<file path="src/rtl/bcd_key_counter_fnd.sv">
// Debounced inc/dec push-button BCD counter with multiplexed 7-segment scan.
// Optional leading-zero blanking: define FND_LZ_BLANK_EN.
module bcd_key_counter_fnd #(
   parameter int NUM_DIGITS = 4,
   parameter int MAX_COUNT  = 9999,
   parameter int DB_CYCLES  = 1000000,
   parameter int SCAN_DIV   = 416667
) (
   input  logic                    clk,
   input  logic                    reset,
   input  logic                    btn_inc,
   input  logic                    btn_dec,
   output logic [4*NUM_DIGITS-1:0] count_bcd,
   output logic                    wrap,
   output logic [7:0]              SEG,
   output logic [NUM_DIGITS-1:0]   DIGIT
);
   localparam int DBW = $clog2(DB_CYCLES + 1);
   localparam int SCW = $clog2(SCAN_DIV + 1);
   localparam int IXW = (NUM_DIGITS > 1) ? $clog2(NUM_DIGITS) : 1;
   localparam logic [DBW-1:0] DB_LAST = DBW'(DB_CYCLES - 1);
   localparam logic [SCW-1:0] SC_LAST = SCW'(SCAN_DIV - 1);
   localparam logic [IXW-1:0] IX_LAST = IXW'(NUM_DIGITS - 1);

   function automatic logic [4*NUM_DIGITS-1:0] to_bcd(input int v);
      logic [4*NUM_DIGITS-1:0] b;
      int r;
      b = '0;
      r = v;
      for (int i = 0; i < NUM_DIGITS; i++) begin
         b[4*i +: 4] = 4'(r % 10);
         r = r / 10;
      end
      return b;
   endfunction

   localparam logic [4*NUM_DIGITS-1:0] MAX_BCD = to_bcd(MAX_COUNT);

   function automatic logic [4*NUM_DIGITS-1:0] bcd_inc(input logic [4*NUM_DIGITS-1:0] v);
      logic [4*NUM_DIGITS-1:0] r;
      logic c;
      r = v;
      c = 1'b1;
      for (int i = 0; i < NUM_DIGITS; i++) begin
         if (c) begin
            if (r[4*i +: 4] == 4'd9) r[4*i +: 4] = 4'd0;
            else begin
               r[4*i +: 4] = r[4*i +: 4] + 4'd1;
               c = 1'b0;
            end
         end
      end
      return r;
   endfunction

   function automatic logic [4*NUM_DIGITS-1:0] bcd_dec(input logic [4*NUM_DIGITS-1:0] v);
      logic [4*NUM_DIGITS-1:0] r;
      logic b;
      r = v;
      b = 1'b1;
      for (int i = 0; i < NUM_DIGITS; i++) begin
         if (b) begin
            if (r[4*i +: 4] == 4'd0) r[4*i +: 4] = 4'd9;
            else begin
               r[4*i +: 4] = r[4*i +: 4] - 4'd1;
               b = 1'b0;
            end
         end
      end
      return r;
   endfunction

   function automatic logic [7:0] seg_map(input logic [3:0] d);
      case (d)
         4'h0: return 8'hfc;  4'h1: return 8'h60;  4'h2: return 8'hda;  4'h3: return 8'hf2;
         4'h4: return 8'h66;  4'h5: return 8'hb6;  4'h6: return 8'hbe;  4'h7: return 8'he0;
         4'h8: return 8'hfe;  4'h9: return 8'he6;  4'ha: return 8'hee;  4'hb: return 8'h3e;
         4'hc: return 8'h9c;  4'hd: return 8'h7a;  4'he: return 8'h9e;  default: return 8'h8e;
      endcase
   endfunction

   // key index 0 = inc, 1 = dec
   logic [1:0]          s1, s2, acc, acc_d, press;
   logic [1:0][DBW-1:0] dbc;
   logic [1:0]          keys;

   assign keys = {btn_dec, btn_inc};

   always_ff @(posedge clk) begin
      if (reset) begin
         s1    <= '0;
         s2    <= '0;
         acc   <= '0;
         acc_d <= '0;
         dbc   <= '0;
      end else begin
         s1    <= keys;
         s2    <= s1;
         acc_d <= acc;
         for (int k = 0; k < 2; k++) begin
            if (s2[k] == acc[k]) dbc[k] <= '0;
            else if (dbc[k] == DB_LAST) begin
               acc[k] <= s2[k];
               dbc[k] <= '0;
            end else dbc[k] <= dbc[k] + 1'b1;
         end
      end
   end

   assign press = acc & ~acc_d;

   always_ff @(posedge clk) begin
      if (reset) begin
         count_bcd <= '0;
         wrap      <= 1'b0;
      end else begin
         wrap <= 1'b0;
         if (press == 2'b01) begin
            if (count_bcd == MAX_BCD) begin
               count_bcd <= '0;
               wrap      <= 1'b1;
            end else count_bcd <= bcd_inc(count_bcd);
         end else if (press == 2'b10) begin
            if (count_bcd == '0) begin
               count_bcd <= MAX_BCD;
               wrap      <= 1'b1;
            end else count_bcd <= bcd_dec(count_bcd);
         end
      end
   end

   logic [SCW-1:0] scan_cnt;
   logic [IXW-1:0] idx, nxt_idx;
   logic [3:0]     dval;
   logic           blank;

   always_comb begin
      nxt_idx = idx;
      if (scan_cnt == SC_LAST) nxt_idx = (idx == IX_LAST) ? '0 : idx + 1'b1;
      dval = 4'd0;
      for (int i = 0; i < NUM_DIGITS; i++)
         if (nxt_idx == IXW'(i)) dval = count_bcd[4*i +: 4];
   end

`ifdef FND_LZ_BLANK_EN
   // walk down from the top digit so hz covers digit i and everything above it
   always_comb begin
      logic hz;
      hz    = 1'b1;
      blank = 1'b0;
      for (int i = NUM_DIGITS - 1; i > 0; i--) begin
         hz = hz & (count_bcd[4*i +: 4] == 4'd0);
         if (nxt_idx == IXW'(i)) blank = hz;
      end
   end
`else
   assign blank = 1'b0;
`endif

   // DIGIT and SEG share nxt_idx so they always change on the same edge
   always_ff @(posedge clk) begin
      if (reset) begin
         scan_cnt <= '0;
         idx      <= '0;
         DIGIT    <= ~NUM_DIGITS'(1);
         SEG      <= 8'hfc;
      end else begin
         scan_cnt <= (scan_cnt == SC_LAST) ? '0 : scan_cnt + 1'b1;
         idx      <= nxt_idx;
         for (int i = 0; i < NUM_DIGITS; i++) DIGIT[i] <= (nxt_idx != IXW'(i));
         SEG      <= blank ? 8'h00 : seg_map(dval);
      end
   end
endmodule
</file>
<file path="config.mk">
export PLATFORM = sky130hd
export DESIGN_NAME = bcd_key_counter_fnd
export DESIGN_NICKNAME = d
export VERILOG_FILES = /design/src/rtl/bcd_key_counter_fnd.sv
export SDC_FILE = /design/constraint.sdc
export NUM_CORES = 1
export LEC_CHECK = 0
export CORE_ASPECT_RATIO = 2
export CORE_UTILIZATION = 60
export DETAILED_ROUTE_END_ITERATION = 6
export GPL_TIMING_DRIVEN = 0
export PLACE_DENSITY = 0.79
export SKIP_CTS_REPAIR_TIMING = 1
export SLEW_MARGIN = 20
export SYNTH_ARGS = -nofsm -noshare
export SYNTH_HDL_FRONTEND = slang
export SYNTH_SLANG_ARGS = --single-unit
</file>
<file path="constraint.sdc">
create_clock -name clk -period 7.2 [get_ports clk]
set_clock_uncertainty 0.2 [all_clocks]
set_input_delay 1.44 -clock clk [delete_from_list [all_inputs] [get_ports clk]]
set_output_delay 1.44 -clock clk [all_outputs]
set_load 0.01 [all_outputs]
</file>
Yosys cells after proc, flatten, opt, wreduce, memory -nomap -nowiden
Memory sizes are Yosys's and may differ from the RTL's. A register that Yosys moved wholly into a read port is not among the register bits.
Cells that the tools add are included.
{"block": "totals", "output_inout_bits": 29, "inputBits": 4, "mem_bits_ro": 112, "memories": 1, "ff_bits": 98}
{"memory": "(name not given)", "words": 16, "width": 7, "rd": 1, "rd_ports_with_merged_regs": 1, "wr": 0, "line_no": "74", "text": "case (d)"}
{"block": "classes", "n_addsub": 12, "bitwise": 4, "eq_ne": 22, "reduce_logical": 19, "mux": 59}
{"cell": "$mux 4", "n": 18}
{"cell": "$mux 16", "n": 4}
{"cell": "$add 20x1->20 const B", "n": 2}
{"cell": "$eq 20x20->1 const B", "n": 2}
{"cell": "$mux 1", "n": 35}
{"cell": "$add 19x1->19 const B", "n": 1}
{"cell": "$eq 19x19->1 const B", "n": 1}
{"cell": "$add 4x1->4 const B", "n": 4}
{"cell": "$eq 16x16->1 const B", "n": 1}
{"cell": "$eq 4x4->1 const B", "n": 4}
{"cell": "$logic_not 16->1", "n": 1}
{"cell": "$logic_not 4->1", "n": 4}
{"cell": "$sub 4x1->4 const B", "n": 4}
{"cell": "$ne 3x1->1 const B", "n": 3}
{"cell": "$reduce_and 3->1", "n": 3}
{"cell": "$reduce_bool 3->1", "n": 3}
{"cell": "$eq 2x2->1 const B", "n": 4}
{"cell": "$reduce_or 3->1", "n": 2}
{"cell": "$eq 2x1->1 const B", "n": 2}
{"cell": "$mux 2", "n": 2}
{"cell": "$ne 2x2->1 const B", "n": 2}
{"cell": "$reduce_and 2->1", "n": 2}
{"cell": "$reduce_bool 2->1", "n": 2}
{"cell": "$add 2x1->2 const B", "n": 1}
{"cell": "7 further kinds", "n": 9}

Depth between registers and ports, before layout
{"block": "logic_depth", "word_depth": 20, "depth_mapped": 14, "ltp_nobuf": 13}

Least setup slack after synthesis
OpenSTA, ideal clock, no wires.
{"block": "synth_path", "path_kind": "register to register", "start": "reg scan_cnt[8]", "end": "reg SEG[4]", "setup_time_ps": 116, "slack_ps": 4133, "path_stages_with_launch": 13, "t_required_ps": 6884, "t_arrival_ps": 2750, "path_buffers": 1, "period_less_slack_ps": 3067, "cell_sequence": "dfxtp_1 > nand2_1 > or3_1 > buf_6 > nor2_8 > mux2i_4 > mux2_2 > inv_1 > ha_1 > inv_1 > nand2_1 > o22a_1 > a31o_2"}
{"block": "synth_via", "elab_chain_len": 7, "word_cells_on_any_way": 10, "cone_classes": "eq/ne (4); mux (5); reduce/logical (1)"}
{"element": "from (decl)", "line_no": "132", "text": "logic [SCW-1:0] scan_cnt;"}
{"element": "from (signal assigned)", "line_no": "168", "text": "scan_cnt <= (scan_cnt == SC_LAST) ? '0 : scan_cnt + 1'b1;"}
{"element": "$eq 19x19->1 (*)", "line_no": "139", "text": "if (scan_cnt == SC_LAST) nxt_idx = (idx == IX_LAST) ? '0 : idx + 1'b1;"}
{"element": "$mux 2 (*)", "line_no": "139"}
{"element": "$logic_not 2->1", "line_no": "142", "text": "if (nxt_idx == IXW'(i)) dval = count_bcd[4*i +: 4];"}
{"element": "$mux 4 (3 in series)", "line_no": "142"}
{"element": "$mux 4 (*)", "line_no": "142"}
{"element": "to (decl)", "line_no": "15", "text": "output logic [7:0] SEG,"}
Every way passes the cells marked *; elsewhere a longest branch is shown, timed or not.
A chain may end at the register's enable or synchronous reset.

Worst setup path after layout
{"block": "layout_path", "start": "reg scan_cnt[14]", "end": "reg SEG[5]"}
The elaborated chain is that of the path after synthesis.

==> results.yml <==
synthesis:
  ys_types: 61
  netlist_instances: 630
  async_flop_share_pct: 0
  synthSimpleGateAreaFrac_pct: 30.2
  ys.warnings.count: 0
  muxShareOfSynthArea_pct: 2.54
  synth_top_family_by_area: "simple AND/OR/NAND/NOR gates"
  syn_avg_cell_area_um2: 8.13
  synth_xor_area_share_pct: 9.74
  synth_edf_count: 0
  seq_area_frac_synth_pct: 37.9
  synth.cell_area_um2: 5120
  synth_ff_type: "dfxtp_1"
  synth-compound-area-share_pct: 11.9
  synthAdderAreaFrac_pct: 3.42
  synth_seq_cells: 97
  syn_nets: 648
clock_network:
  clkLatencyLatePin_ns: 0.35
  cts_tree: "built"
  numCtsBuffers: 9
  cts_buffer_depth: 2
  clock-sinks: 97
  clkTransAtPathRegs_ns: 0.07
  cts_max_level: 3
  ctsRootBufferMaster: "clkbuf_16"
global_routing:
  grt_overflow: 0
  grtUsageTotal_pct: 27.3
  grt_max_degree: 19
  grt_pass1_wl_um: 19000
  antenna_found_initial: 0
  grt_pass1_vias: 4311
sta:
  fmax_mhz: 283
  holdWs_ns: 0.249
  drv_slew: 0
  final-setup-viol-count: 0
  finalHoldViolCount: 0
  maxSlewHeadroom_pct: 41.8
  min_period_ns: 3.54
  fin_tns_setup_ns: 0
  tightest_slew_ns: 0.867
  rsz0062_at_grt: "no"
  timing.final.crit_share_pct: 49.1
layout:
  antenna_cells: 0
  fin_nets: 690
  drive_gt1_share_pct: 5.32
  final_cell_mix: "nor2_1 (100), dfxtp_1 (97), nand2_1 (67), xor2_1 (37), clkbuf_1 (32)"
  mostFrequentLayoutCell: "nor2_1"
  area_delta_synth_final_pct: 14.9
critical_path:
  r2r_slack_ns: 3.66
  crit-reg2reg-launch: "scan_cnt[14]$_SDFF_PP0_"
  worstSetupStartpoint: "scan_cnt[14]$_SDFF_PP0_"
  cp.required_ns: 7.23
  cp.arrival_ns: 3.56
  cp_max_fo: 10
  r2r_end: "SEG[5]$_SDFF_PP1_"
  r2r_cells: 10
  start_kind: "flop"
  critical_path_class: "flop to flop"
  end_kind: "flop"
power:
  leakagePower_uw: 0.00207
  power_density_nw_per_um2: 184
  irDropWorstVdd_mv: 0.139
min_path:
  min_to: "s2[0]$_SDFF_PP0_"
  hold_path_class: "flop to flop"
  hp-start: "s1[0]$_SDFF_PP0_"
  whs_path_depth: 1
detailed_routing:
  drt_iter0_drc: 217
  drc_errors: 0
  via_count: 4541
  routed_wl_um: 11400
  drtPass1Iterations: 5
  routed_via_density: 5.86
  drtAntennaViolNets: 0
  wl_per_cell_um: 14.7
flow_run:
  max_cap_violations: 0
placed_design:
  post-dp-hpwl_um: 8310
  port-buffer-count: 31
  place.gp.congestion: 0.923
floorplanning:
  die_area_um2: 8940
  start_util_pct: 61.8
  coreArea_um2: 8290
  pin_count: 33
  fp-row-count: 47
  die_h_um: 133
  die_w_um: 67.3
outcome:
  outcome: "completed"
layout make-up:
type / count / area (um^2)
multi-input cells: 483 / 2970
plain buffers: 38 / 171
fillers: 658 / 2400
clock inverters: 7 / 105
clock buffers: 9 / 225
well taps: 98 / 123
repair buffers: 31 / 310
flip-flops and latches: 97 / 1940
inverters: 12 / 45.0
report_power, final:
group	leakage, uW	internal, uW	switching [uW]	total, uW
registers	0.000783	539	2.30	541
logic	0.00113	6.68	11.4	18.1
clock network	0.000159	310	215	525
total	0.00207	856	228	1080
registers in the layout, summed over array words and instances, names as in the netlist:
name	flops
SEG	7
wrap	1
DIGIT	4
count_bcd	16
idx	2
scan_cnt	19
acc	2
acc_d	2
s1	2
s2	2
dbc	40
cell families (layout without fill, tap and decap cells):
family,count (synthesis),count (layout)
AND/OR/NAND/NOR,307,307
flip-flops,97,97
AO/OA/AOI/OAI,93,93
XOR/XNOR,57,57
buffers and inverters,50,97
adder cells (fa/ha/maj),14,14
multiplexers,11,11
other,1,1
synthesized netlist by cell type (7+ instances only):
library cell | instances | area (um^2)
nor2_1 | 100 | 375
or3_1 | 14 | 87.6
inv_1 | 12 | 45.0
clkbuf_1 | 32 | 120
nor4_1 | 7 | 43.8
nor4b_1 | 7 | 61.3
mux2i_1 | 7 | 70.1
a22oi_1 | 11 | 82.6
ha_1 | 14 | 175
nor3_1 | 11 | 55.1
nand4_1 | 9 | 56.3
dfxtp_1 | 97 | 1940
and3_1 | 16 | 100
nand2_1 | 67 | 251
xnor2_1 | 20 | 175
xor2_1 | 37 | 324
o21ai_0 | 18 | 90.1
a21oi_1 | 21 | 105
nor2b_1 | 11 | 68.8
nand2b_1 | 15 | 93.8
a211oi_1 | 11 | 82.6
nand3_1 | 28 | 140
routing by layer:
layer,share of wire [%],global-route usage (%),wire [um],up-vias
li1,-,-,-,2260
met5,0,0,0,-
met3,3.7,5.43,420,28
met4,2.7,13.5,306,0
met2,54,49.1,6200,105
met1,39,28.4,4490,2148
worst max-delay path: stages, from the launching register on:
cell and delay (ns):
dfxtp_1 0.42, nand2_1 0.13, or3_1 0.39, buf_6 0.16
nor2_8 0.14, mux2i_4 0.43, mux2i_1 0.55, inv_1 0.20
ha_1 0.22, or3_1 0.36, a21o_1 0.21
how the worst max path moves through the flow:
stage | end | slack (ns) | cells past startpoint
6_report | SEG[5]$_SDFF_PP1_ | 3.66 | 10
5_1_grt | SEG[5]$_SDFF_PP1_ | 3.49 | 10
4_1_cts | SEG[5]$_SDFF_PP1_ | 3.68 | 10
3_5_place_dp | scan_cnt[17]$_SDFF_PP0_ | 3.72 | 5
3_3_place_gp | scan_cnt[18]$_SDFF_PP0_ | 3.76 | 5
2_1_floorplan | SEG[4]$_SDFF_PP1_ | 4.13 | 12
metrics by stage:
step           worst slack, ns  util [%]  area [um^2]  power [uW]  instances
4_1_cts                   3.68      71.0         5890        1100        775
3_5_place_dp              3.72      67.0         5560         572        759
2_1_floorplan             4.13         -         5120         565        630
3_3_place_gp              3.76      67.0         5560         571        759
5_1_grt                   3.49      71.0         5890        1120        775
6_report                  3.66      71.0         5890        1080        775
No activity file was read; power rests on OpenSTA's default activity.
